--- config.mk ---
export PLATFORM = sky130hd
export DESIGN_NAME = pwm_multi_channel
export DESIGN_NICKNAME = d
export VERILOG_FILES = /design/src/rtl/pwm_multi_channel.sv
export SDC_FILE = /design/constraint.sdc
export NUM_CORES = 1
export LEC_CHECK = 0
export CELL_PAD_IN_SITES_DETAIL_PLACEMENT = 0
export CELL_PAD_IN_SITES_GLOBAL_PLACEMENT = 2
export CORE_MARGIN = 2
export CORE_UTILIZATION = 30
export CTS_BUF_LIST = sky130_fd_sc_hd__clkbuf_8 sky130_fd_sc_hd__clkbuf_16
export DETAILED_ROUTE_END_ITERATION = 6
export PLACE_DENSITY = 0.68
export SLEW_MARGIN = 20
export SYNTH_ARGS = -nofsm -noshare
export SYNTH_HDL_FRONTEND = slang
export SYNTH_SLANG_ARGS = --single-unit
export TNS_END_PERCENT = 5
--- constraint.sdc ---
create_clock -name clock -period 4.4 [get_ports clock]
set_clock_uncertainty 0.1 [all_clocks]
set_input_delay 1.1 -clock clock [delete_from_list [all_inputs] [get_ports clock]]
set_output_delay 1.1 -clock clock [all_outputs]
set_load 0.05 [all_outputs]
--- src/rtl/pwm_multi_channel.sv ---
// -----------------------------------------------------------------------------
// pwm_multi_channel
//
// Multi-channel PWM generator. A single time-base counter is shared by all
// channels. It counts either up (edge-aligned) or up-down (center-aligned).
// The period and the per-channel compare values are double-buffered. Writes
// land in shadow registers, and those values move into the active registers
// only at period boundaries (upd). Each channel drives a complementary pair.
//
// Optional feature (compile-time macro PWM_DEADBAND_EN):
//   When the macro is defined, every transition of a channel's raw compare
//   output is followed by db_cycles clocks during which both outputs of that
//   pair are low. A raw pulse shorter than the dead band is swallowed. When
//   the macro is undefined, the outputs are the registered raw value and its
//   complement, db_cycles is ignored, and no dead-band logic is built.
//
// Parameters:
//   WIDTH      counter / period / compare width
//   CHANNELS   number of compare channels (output pairs)
//   PRD_RESET  reset value of the shadow and active period
//   CMP_RESET  reset value of every shadow and active compare
//   DB_WIDTH   width of the dead-band delay count
//
// Ports:
//   clock      rising-edge clock
//   reset      asynchronous, active-high reset
//   en         count enable; when low, counter, direction and outputs hold
//   mode       0 = up count, 1 = up-down count
//   sync_load  loads sync_val into the counter on the next edge (dir = up)
//   sync_val   counter value used by sync_load
//   prd_wr     writes prd_data into the period shadow
//   prd_data   period shadow data
//   cmp_wr     per-channel compare shadow write strobes
//   cmp_data   compare shadow data, shared by all channels
//   db_cycles  dead-band delay in clocks (used only with PWM_DEADBAND_EN)
//   cnt        current counter value
//   ctr_zero   cnt == 0
//   ctr_prd    cnt == active period
//   upd        high in the cycle whose edge moves shadows into active
//   pwm_a      high-side outputs
//   pwm_b      low-side (complementary) outputs
// -----------------------------------------------------------------------------
module pwm_multi_channel #(
  parameter int unsigned WIDTH     = 12,
  parameter int unsigned CHANNELS  = 2,
  parameter int unsigned PRD_RESET = 1000,
  parameter int unsigned CMP_RESET = 20,
  parameter int unsigned DB_WIDTH  = 8
) (
  input  logic                clock,
  input  logic                reset,
  input  logic                en,
  input  logic                mode,
  input  logic                sync_load,
  input  logic [WIDTH-1:0]    sync_val,
  input  logic                prd_wr,
  input  logic [WIDTH-1:0]    prd_data,
  input  logic [CHANNELS-1:0] cmp_wr,
  input  logic [WIDTH-1:0]    cmp_data,
  input  logic [DB_WIDTH-1:0] db_cycles,
  output logic [WIDTH-1:0]    cnt,
  output logic                ctr_zero,
  output logic                ctr_prd,
  output logic                upd,
  output logic [CHANNELS-1:0] pwm_a,
  output logic [CHANNELS-1:0] pwm_b
);

  typedef enum logic {
    DIR_UP   = 1'b0,
    DIR_DOWN = 1'b1
  } dir_t;

  localparam logic [WIDTH-1:0] PRD_INIT = WIDTH'(PRD_RESET);
  localparam logic [WIDTH-1:0] CMP_INIT = WIDTH'(CMP_RESET);
  localparam logic [WIDTH-1:0] ONE      = WIDTH'(1);

  // ---------------------------------------------------------------------------
  // State
  // ---------------------------------------------------------------------------
  logic [WIDTH-1:0]    cnt_q;
  logic [WIDTH-1:0]    cnt_d;
  dir_t                dir_q;
  dir_t                dir_d;
  // Set by reset. It makes the first counting edge at cnt == 0 an update
  // edge, so the shadows written before the first enable become active
  // immediately instead of one full period later.
  logic                init_pend_q;

  logic [WIDTH-1:0]    prd_shd;
  logic [WIDTH-1:0]    prd_act;
  logic [WIDTH-1:0]    cmp_shd [CHANNELS];
  logic [WIDTH-1:0]    cmp_act [CHANNELS];

  logic [CHANNELS-1:0] raw;

  // ---------------------------------------------------------------------------
  // Time-base next state
  // ---------------------------------------------------------------------------
  // NOTE: every signal assigned in an always_comb gets a default at the top.
  // That way, no path leaves it unassigned and no latch is inferred.
  always_comb begin
    cnt_d = cnt_q;
    dir_d = dir_q;
    if (sync_load) begin
      // A sync load wins over counting and ignores en.
      cnt_d = sync_val;
      dir_d = DIR_UP;
    end else if (en) begin
      if (!mode) begin
        // Up mode. Also recovers at once from cnt > prd_act after a period
        // shrink or a sync load beyond the period.
        dir_d = DIR_UP;
        cnt_d = (cnt_q >= prd_act) ? '0 : cnt_q + ONE;
      end else if (cnt_q > prd_act) begin
        // Up-down mode while above the period: head down toward it.
        dir_d = DIR_DOWN;
        cnt_d = cnt_q - ONE;
      end else if (dir_q == DIR_UP) begin
        if (cnt_q == prd_act) begin
          // Turn around at the top. With prd_act == 0 the counter stays at 0.
          dir_d = DIR_DOWN;
          cnt_d = (cnt_q == '0) ? '0 : cnt_q - ONE;
        end else begin
          cnt_d = cnt_q + ONE;
        end
      end else begin
        if (cnt_q == '0) begin
          // Turn around at the bottom.
          dir_d = DIR_UP;
          cnt_d = (prd_act == '0) ? '0 : ONE;
        end else begin
          cnt_d = cnt_q - ONE;
        end
      end
    end
  end

  // NOTE: sequential state uses non-blocking assignments only. Every register
  // then samples pre-edge values, independent of block ordering.
  always_ff @(posedge clock or posedge reset) begin
    if (reset) begin
      cnt_q       <= '0;
      dir_q       <= DIR_UP;
      init_pend_q <= 1'b1;
    end else begin
      cnt_q <= cnt_d;
      dir_q <= dir_d;
      if (upd) begin
        init_pend_q <= 1'b0;
      end
    end
  end

  // ---------------------------------------------------------------------------
  // Status decodes (combinational on registered state)
  // ---------------------------------------------------------------------------
  assign cnt      = cnt_q;
  assign ctr_zero = (cnt_q == '0);
  assign ctr_prd  = (cnt_q == prd_act);
  assign upd      = en & ~sync_load &
                    ((~mode & (cnt_q == prd_act)) |
                     ( mode & (cnt_q == '0) & (dir_q == DIR_DOWN)) |
                     (init_pend_q & (cnt_q == '0)));

  // ---------------------------------------------------------------------------
  // Shadow and active period / compare registers
  // ---------------------------------------------------------------------------
  // The active registers sample the shadows before this edge's write. A write
  // coinciding with upd therefore reaches the active copy only one period
  // later.
  always_ff @(posedge clock or posedge reset) begin
    if (reset) begin
      prd_shd <= PRD_INIT;
      prd_act <= PRD_INIT;
    end else begin
      if (prd_wr) begin
        prd_shd <= prd_data;
      end
      if (upd) begin
        prd_act <= prd_shd;
      end
    end
  end

  // NOTE: these register arrays are reset explicitly. They are a few flops
  // that must restart at defined compare values, not RAM, so no reset-less
  // memory inference is wanted here.
  always_ff @(posedge clock or posedge reset) begin
    if (reset) begin
      for (int i = 0; i < int'(CHANNELS); i++) begin
        cmp_shd[i] <= CMP_INIT;
        cmp_act[i] <= CMP_INIT;
      end
    end else begin
      for (int i = 0; i < int'(CHANNELS); i++) begin
        if (cmp_wr[i]) begin
          cmp_shd[i] <= cmp_data;
        end
        if (upd) begin
          cmp_act[i] <= cmp_shd[i];
        end
      end
    end
  end

  // ---------------------------------------------------------------------------
  // Raw compare: high while the counter is below the channel's compare value.
  // cmp == 0 never fires; cmp > prd_act is always high.
  // ---------------------------------------------------------------------------
  always_comb begin
    raw = '0;
    for (int i = 0; i < int'(CHANNELS); i++) begin
      raw[i] = (cnt_q < cmp_act[i]);
    end
  end

  // ---------------------------------------------------------------------------
  // Output stage
  // ---------------------------------------------------------------------------
`ifdef PWM_DEADBAND_EN
  logic [CHANNELS-1:0] raw_q;
  logic [DB_WIDTH-1:0] db_cnt [CHANNELS];

  // A raw transition drives both outputs low and loads db_cnt with db_cycles.
  // The pair stays low until db_cnt has counted down to 1. On that edge the
  // side matching raw turns on. A new transition inside the window restarts
  // it, which swallows pulses shorter than the dead band.
  always_ff @(posedge clock or posedge reset) begin
    if (reset) begin
      raw_q <= '0;
      pwm_a <= '0;
      pwm_b <= '0;
      for (int i = 0; i < int'(CHANNELS); i++) begin
        db_cnt[i] <= '0;
      end
    end else if (en) begin
      raw_q <= raw;
      for (int i = 0; i < int'(CHANNELS); i++) begin
        if (raw[i] != raw_q[i]) begin
          if (db_cycles == '0) begin
            pwm_a[i]  <= raw[i];
            pwm_b[i]  <= ~raw[i];
            db_cnt[i] <= '0;
          end else begin
            pwm_a[i]  <= 1'b0;
            pwm_b[i]  <= 1'b0;
            db_cnt[i] <= db_cycles;
          end
        end else if (db_cnt[i] > DB_WIDTH'(1)) begin
          pwm_a[i]  <= 1'b0;
          pwm_b[i]  <= 1'b0;
          db_cnt[i] <= db_cnt[i] - DB_WIDTH'(1);
        end else begin
          pwm_a[i]  <= raw[i];
          pwm_b[i]  <= ~raw[i];
          db_cnt[i] <= '0;
        end
      end
    end
  end
`else
  // Without dead band: one register stage, complementary pair.
  always_ff @(posedge clock or posedge reset) begin
    if (reset) begin
      pwm_a <= '0;
      pwm_b <= '0;
    end else if (en) begin
      pwm_a <= raw;
      pwm_b <= ~raw;
    end
  end

  // db_cycles has no function in this build.
  logic unused_db;
  assign unused_db = ^db_cycles;
`endif

endmodule

* Word level (Yosys, flattened, before mapping)
Cells that the tools add are included.
Cells by class: $add $sub $neg 2, order comparisons 4, equality and inequality tests 1, mux-type cells 17, bitwise logic cells 11, reductions and logical operators 3
Operator list (count):
- 2-to-1 mux 12 bit | 9
- zero test 12 bit | 2
- < comparator 12 bit | 2
- adder 12 x 1 -> 12 bit (second input constant) | 1
- equality test 12 bit | 1
- greater-or-equal comparator 12 bit | 1
- greater-than comparator 12 bit | 1
- subtractor 12 x 1 -> 12 bit (second input constant) | 1
- 2-to-1 mux 1 bit | 8
- bitwise AND 1 bit | 6
- inverter 1 bit | 2
- inverter 2 bit | 1
- OR 1 bit | 2
- nonzero test 2 bit | 1
Word-level totals: register bits 90, output and inout bits 19, logic and storage cells 49

* Depth between registers and ports, before layout
depth after elaboration 8, gate-level depth with buffers 10, mapped depth without buffers 8

* Least setup slack after synthesis
No wires, ideal clock.
kind register to output, from register cnt_q[0] (netlist: cnt[0]), to output port upd, arrival time 3752 ps, data required time 3200 ps, slack -552 ps, cell stages (with the launch flop) 11, buffers on the path 2, cell sequence dfrtp_1 -> inv_1 -> ha_1 -> nand4_1 -> nor3_1 -> inv_1 -> o22ai_2 -> nand2_1 -> buf_6 -> buf_6 -> inv_1
RTL lines:
- start: declaration | line 81 | logic [WIDTH-1:0] cnt_q;
- start signal: assignment | line 147 | cnt_q <= cnt_d;
- equality test 12 bit
- via ctr_prd | line 63 | output logic ctr_prd,
- bitwise AND 1 bit | line 162 | ((~mode & (cnt_q == prd_act)) |
- OR 1 bit | line 162
- OR 1 bit | line 163 | ( mode & (cnt_q == '0) & (dir_q == DIR_DOWN)) |
- bitwise AND 1 bit | line 161 | assign upd = en & ~sync_load &
- end: declaration | line 64 | output logic upd,
The timed path passes the listed nets, and every way through them passes these cells.

* Final worst setup path
from register cnt_q[4] (netlist: cnt[4]), to output port ctr_zero
Between the ends: word-level cells in the longest chain between the ends 1
Ends and longest elaborated chain:
- zero test 12 bit | line 159 | assign ctr_zero = (cnt_q == '0);
- end: declaration | line 62 | output logic ctr_zero,
Every way passes these cells.

==> impl_metrics.json <==
{
  "outcome": "finished clean",
  "startpoint_type": "flip-flop",
  "yosys_warnings": 0,
  "ys_types": 42,
  "rsz0062_at_grt": "false",
  "grt_pass1_wl_mm": 20.1,
  "p_seq_frac": 0.417,
  "crit_fanout": 4,
  "intPower_mw": 1.55,
  "grt-ovfl-total": 0,
  "hold_viol_final": 0,
  "switching_share": 0.326,
  "wl_mm": 12.3,
  "antenna_found_initial": 0,
  "die_w_um": 134,
  "diodes": 0,
  "antenna_left": 0,
  "hold_buffers": 0,
  "grt_pass1_vias": 3720,
  "maxCapViolations": 0,
  "clock_latency_ns": 0.34,
  "dr.first_iter.drc_count": 129,
  "track_usage": 0.144,
  "ys_ff_latch": 90,
  "p_leak_nw": 2.66,
  "port_buffers": 62,
  "clk_pin_slew_ns": 0.07,
  "dp_hpwl_mm": 8.78,
  "critPathKind": "reg -> out",
  "pwr-share-clk": 0.311,
  "async_flop_share": 1.00,
  "grt_max_degree": 72,
  "min_path_type": "reg -> reg",
  "syn_area_sq_um": 5070,
  "initial_core_util": 0.306,
  "slew_violations": 0,
  "drc": 0,
  "clk_path_buf_depth": 2,
  "end_kind": "output pin",
  "fin_crit_ns": 3.91,
  "synth_top_flop_cell": "dfrtp_1",
  "core_sq_um": 16600,
  "ys_seq_area_frac": 0.449,
  "ctsResizeCount": 0,
  "rows": 47,
  "die_y_um": 134,
  "worst_slew_margin_rel": 0.525,
  "finalSetupViolCount": 0,
  "io_pins": 71,
  "drt-pass1-iter-count": 4,
  "synth_fp_nets": 551,
  "cts_tree": "yes",
  "p_per_area_nw_per_um2": 367,
  "root_buffer": "clkbuf_16",
  "power.ir.vdd_worst_mv": 0.186,
  "p_sw_uw": 751,
  "cts_buffers": 9,
  "fin_crit_sh": 0.888,
  "area_growth_pct": 23.7,
  "power_frac_comb": 0.272,
  "cts_setup_buffers": 0,
  "cts_sinks": 90,
  "htree_levels": 3,
  "max_clock_freq_ghz": 0.256,
  "setup_tns_ns": 0,
  "vias": 3635,
  "crit_arrival_ns": 2.71,
  "gp_congestion": 0.826,
  "slowest_stage": "clkdlybuf4s50_1",
  "tightest_slew_ns": 0.703,
  "via_per_inst": 4.82,
  "nets": 618,
  "die_area_sq_um": 18000,
  "slowest_delay_ns": 0.82,
  "synth_area_per_cell_sq_um": 11.0,
  "stdcell_area_sq_um": 6280,
  "placed_area_sq_um": 6000,
  "crit_required_ns": 3.20,
  "synth_edf_count": 0,
  "routedWlPerCell_um": 16.3,
  "worstPathCellList": "or4_4 -> nor4_4 -> nand4b_2 -> inv_1 -> clkdlybuf4s50_1",
  "syn_inst": 462,
  "layout-drive-gt1-share": 0.243
}
-- cells in the final DEF, fill, tap and decap left out, types with 3 or more instances in the layout --
cell type        count
nand4_1              6
dfstp_2             21
a31oi_1              4
clkdlybuf4s50_1     61
a221oi_1             3
o211ai_1             5
o21ai_0              6
xnor2_1             12
xor2_1               7
ha_1                37
o31ai_1              8
nand3_1             11
a211o_1              3
nor3b_1              5
clkinv_2             3
nor4_1               6
nor3_1               4
nor2_1              33
nand2b_1             4
dfrtp_1             69
a21oi_1             38
nand2_1             14
mux2_4              18
mux2_2              54
a21o_1               3
buf_4               14
inv_1               50
clkbuf_16            9
-- cells by family (layout without fill, tap and decap cells) --
logic type               Yosys count  in the layout  share of synthesized area
flip-flops                        90             90                      0.449
buffers and inverters             70            142                     0.0582
AND/OR/NAND/NOR                   92             92                     0.0937
multiplexers                      72             72                      0.173
XOR/XNOR                          19             19                     0.0328
adder cells (fa/ha/maj)           37             37                     0.0912
AO/OA/AOI/OAI                     82             82                      0.102
-- metal layers --
layer	track usage	share of wire
met1	0.195	0.49
met2	0.231	0.45
met3	0.0204	0.037
met4	0.0620	0.022
met5	0	0
-- power groups by stage --
stage	combinational (mW)	clock [mW]	sequential (mW)
finish	0.627	0.717	0.962
global route	0.689	0.776	0.973
CTS	0.634	0.741	0.964
detailed placement	0.631	0	0.980
global placement	0.623	0	0.977
floorplan	0.319	0	1.06
-- flip-flops by register name (all words and copies together), names as in the netlist --
name         flops
pwm_b            2
init_pend_q      1
cmp_act         24
pwm_a            2
cmp_shd         24
dir_q            1
cnt             12
prd_shd         12
prd_act         12
-- metrics by stage --
| stage | hold WS (ns) | std cells | worst slack, ns | util | power [mW] |
|---|---|---|---|---|---|
| 2_1_floorplan | 0.373 | 462 | 0.0548 | - | 1.38 |
| 3_3_place_gp | 0.383 | 738 | 0.835 | 0.362 | 1.60 |
| 3_5_place_dp | 0.389 | 738 | 0.846 | 0.362 | 1.61 |
| 4_1_cts | 0.400 | 754 | 0.478 | 0.378 | 2.34 |
| 5_1_grt | 0.404 | 754 | 0.387 | 0.378 | 2.44 |
| 6_report | 0.396 | 754 | 0.491 | 0.378 | 2.31 |
-- synth_stat cells, types with 2 or more instances --
cell type   n  area (sq um)
nand3_1    11          55.1
xnor2_1    12           105
ha_1       37           463
a21o_1      3          22.5
dfstp_2    21           552
a211oi_1    2          15.0
a32o_1      2          20.0
o311ai_0    2          17.5
nor3b_1     5          37.5
nor3_1      5          25.0
a211o_1     3          26.3
o31ai_1     8          60.1
nand4_1     6          37.5
o211ai_1    5          37.5
nor4_1      6          37.5
and4_1      2          17.5
o21ai_0     6          30.0
inv_1      49           184
buf_1       3          11.3
a21oi_1    38           190
clkbuf_1   12          45.0
dfrtp_1    69          1730
a31oi_1     4          25.0
nand2_1    15          56.3
o22ai_1     2          12.5
buf_6       4          45.0
a221oi_1    3          26.3
nand2b_1    4          25.0
mux2_4     18           270
buf_2       2          10.0
mux2_2     54           608
xor2_1      7          61.3
nor2_1     33           124
-- final timing paths --
| kind | startpoint | cells past startpoint | endpoint | slack [ns] |
|---|---|---|---|---|
| min | init_pend_q | 1 | init_pend_q | 0.40 |
| min reg2reg | init_pend_q | 1 | init_pend_q | 0.40 |
| max | cnt[4] | 5 | ctr_zero | 0.49 |
| min in group asynchronous | reset | 2 | prd_shd[4] | 0.94 |
| max in group asynchronous | reset | 3 | cmp_act[4] | 2.55 |
| max reg2reg | cnt[8] | 6 | cnt[6] | 1.48 |
-- critical path, delay by kind of cell, from the launching register on --
family,cells,cell delay [ns]
flops,1,0.37
buf+inv,2,0.99
simple gates,3,1.01
-- area by class of cell --
cell class | count | area, sq um
inverters | 49 | 185
multi-input cells | 302 | 2510
clock inverters | 6 | 33.8
clock buffers | 10 | 239
repair buffers | 77 | 756
well taps | 220 | 275
fillers | 1660 | 10300
flip-flops and latches | 90 | 2280
(Power assumes the default switching activity.)
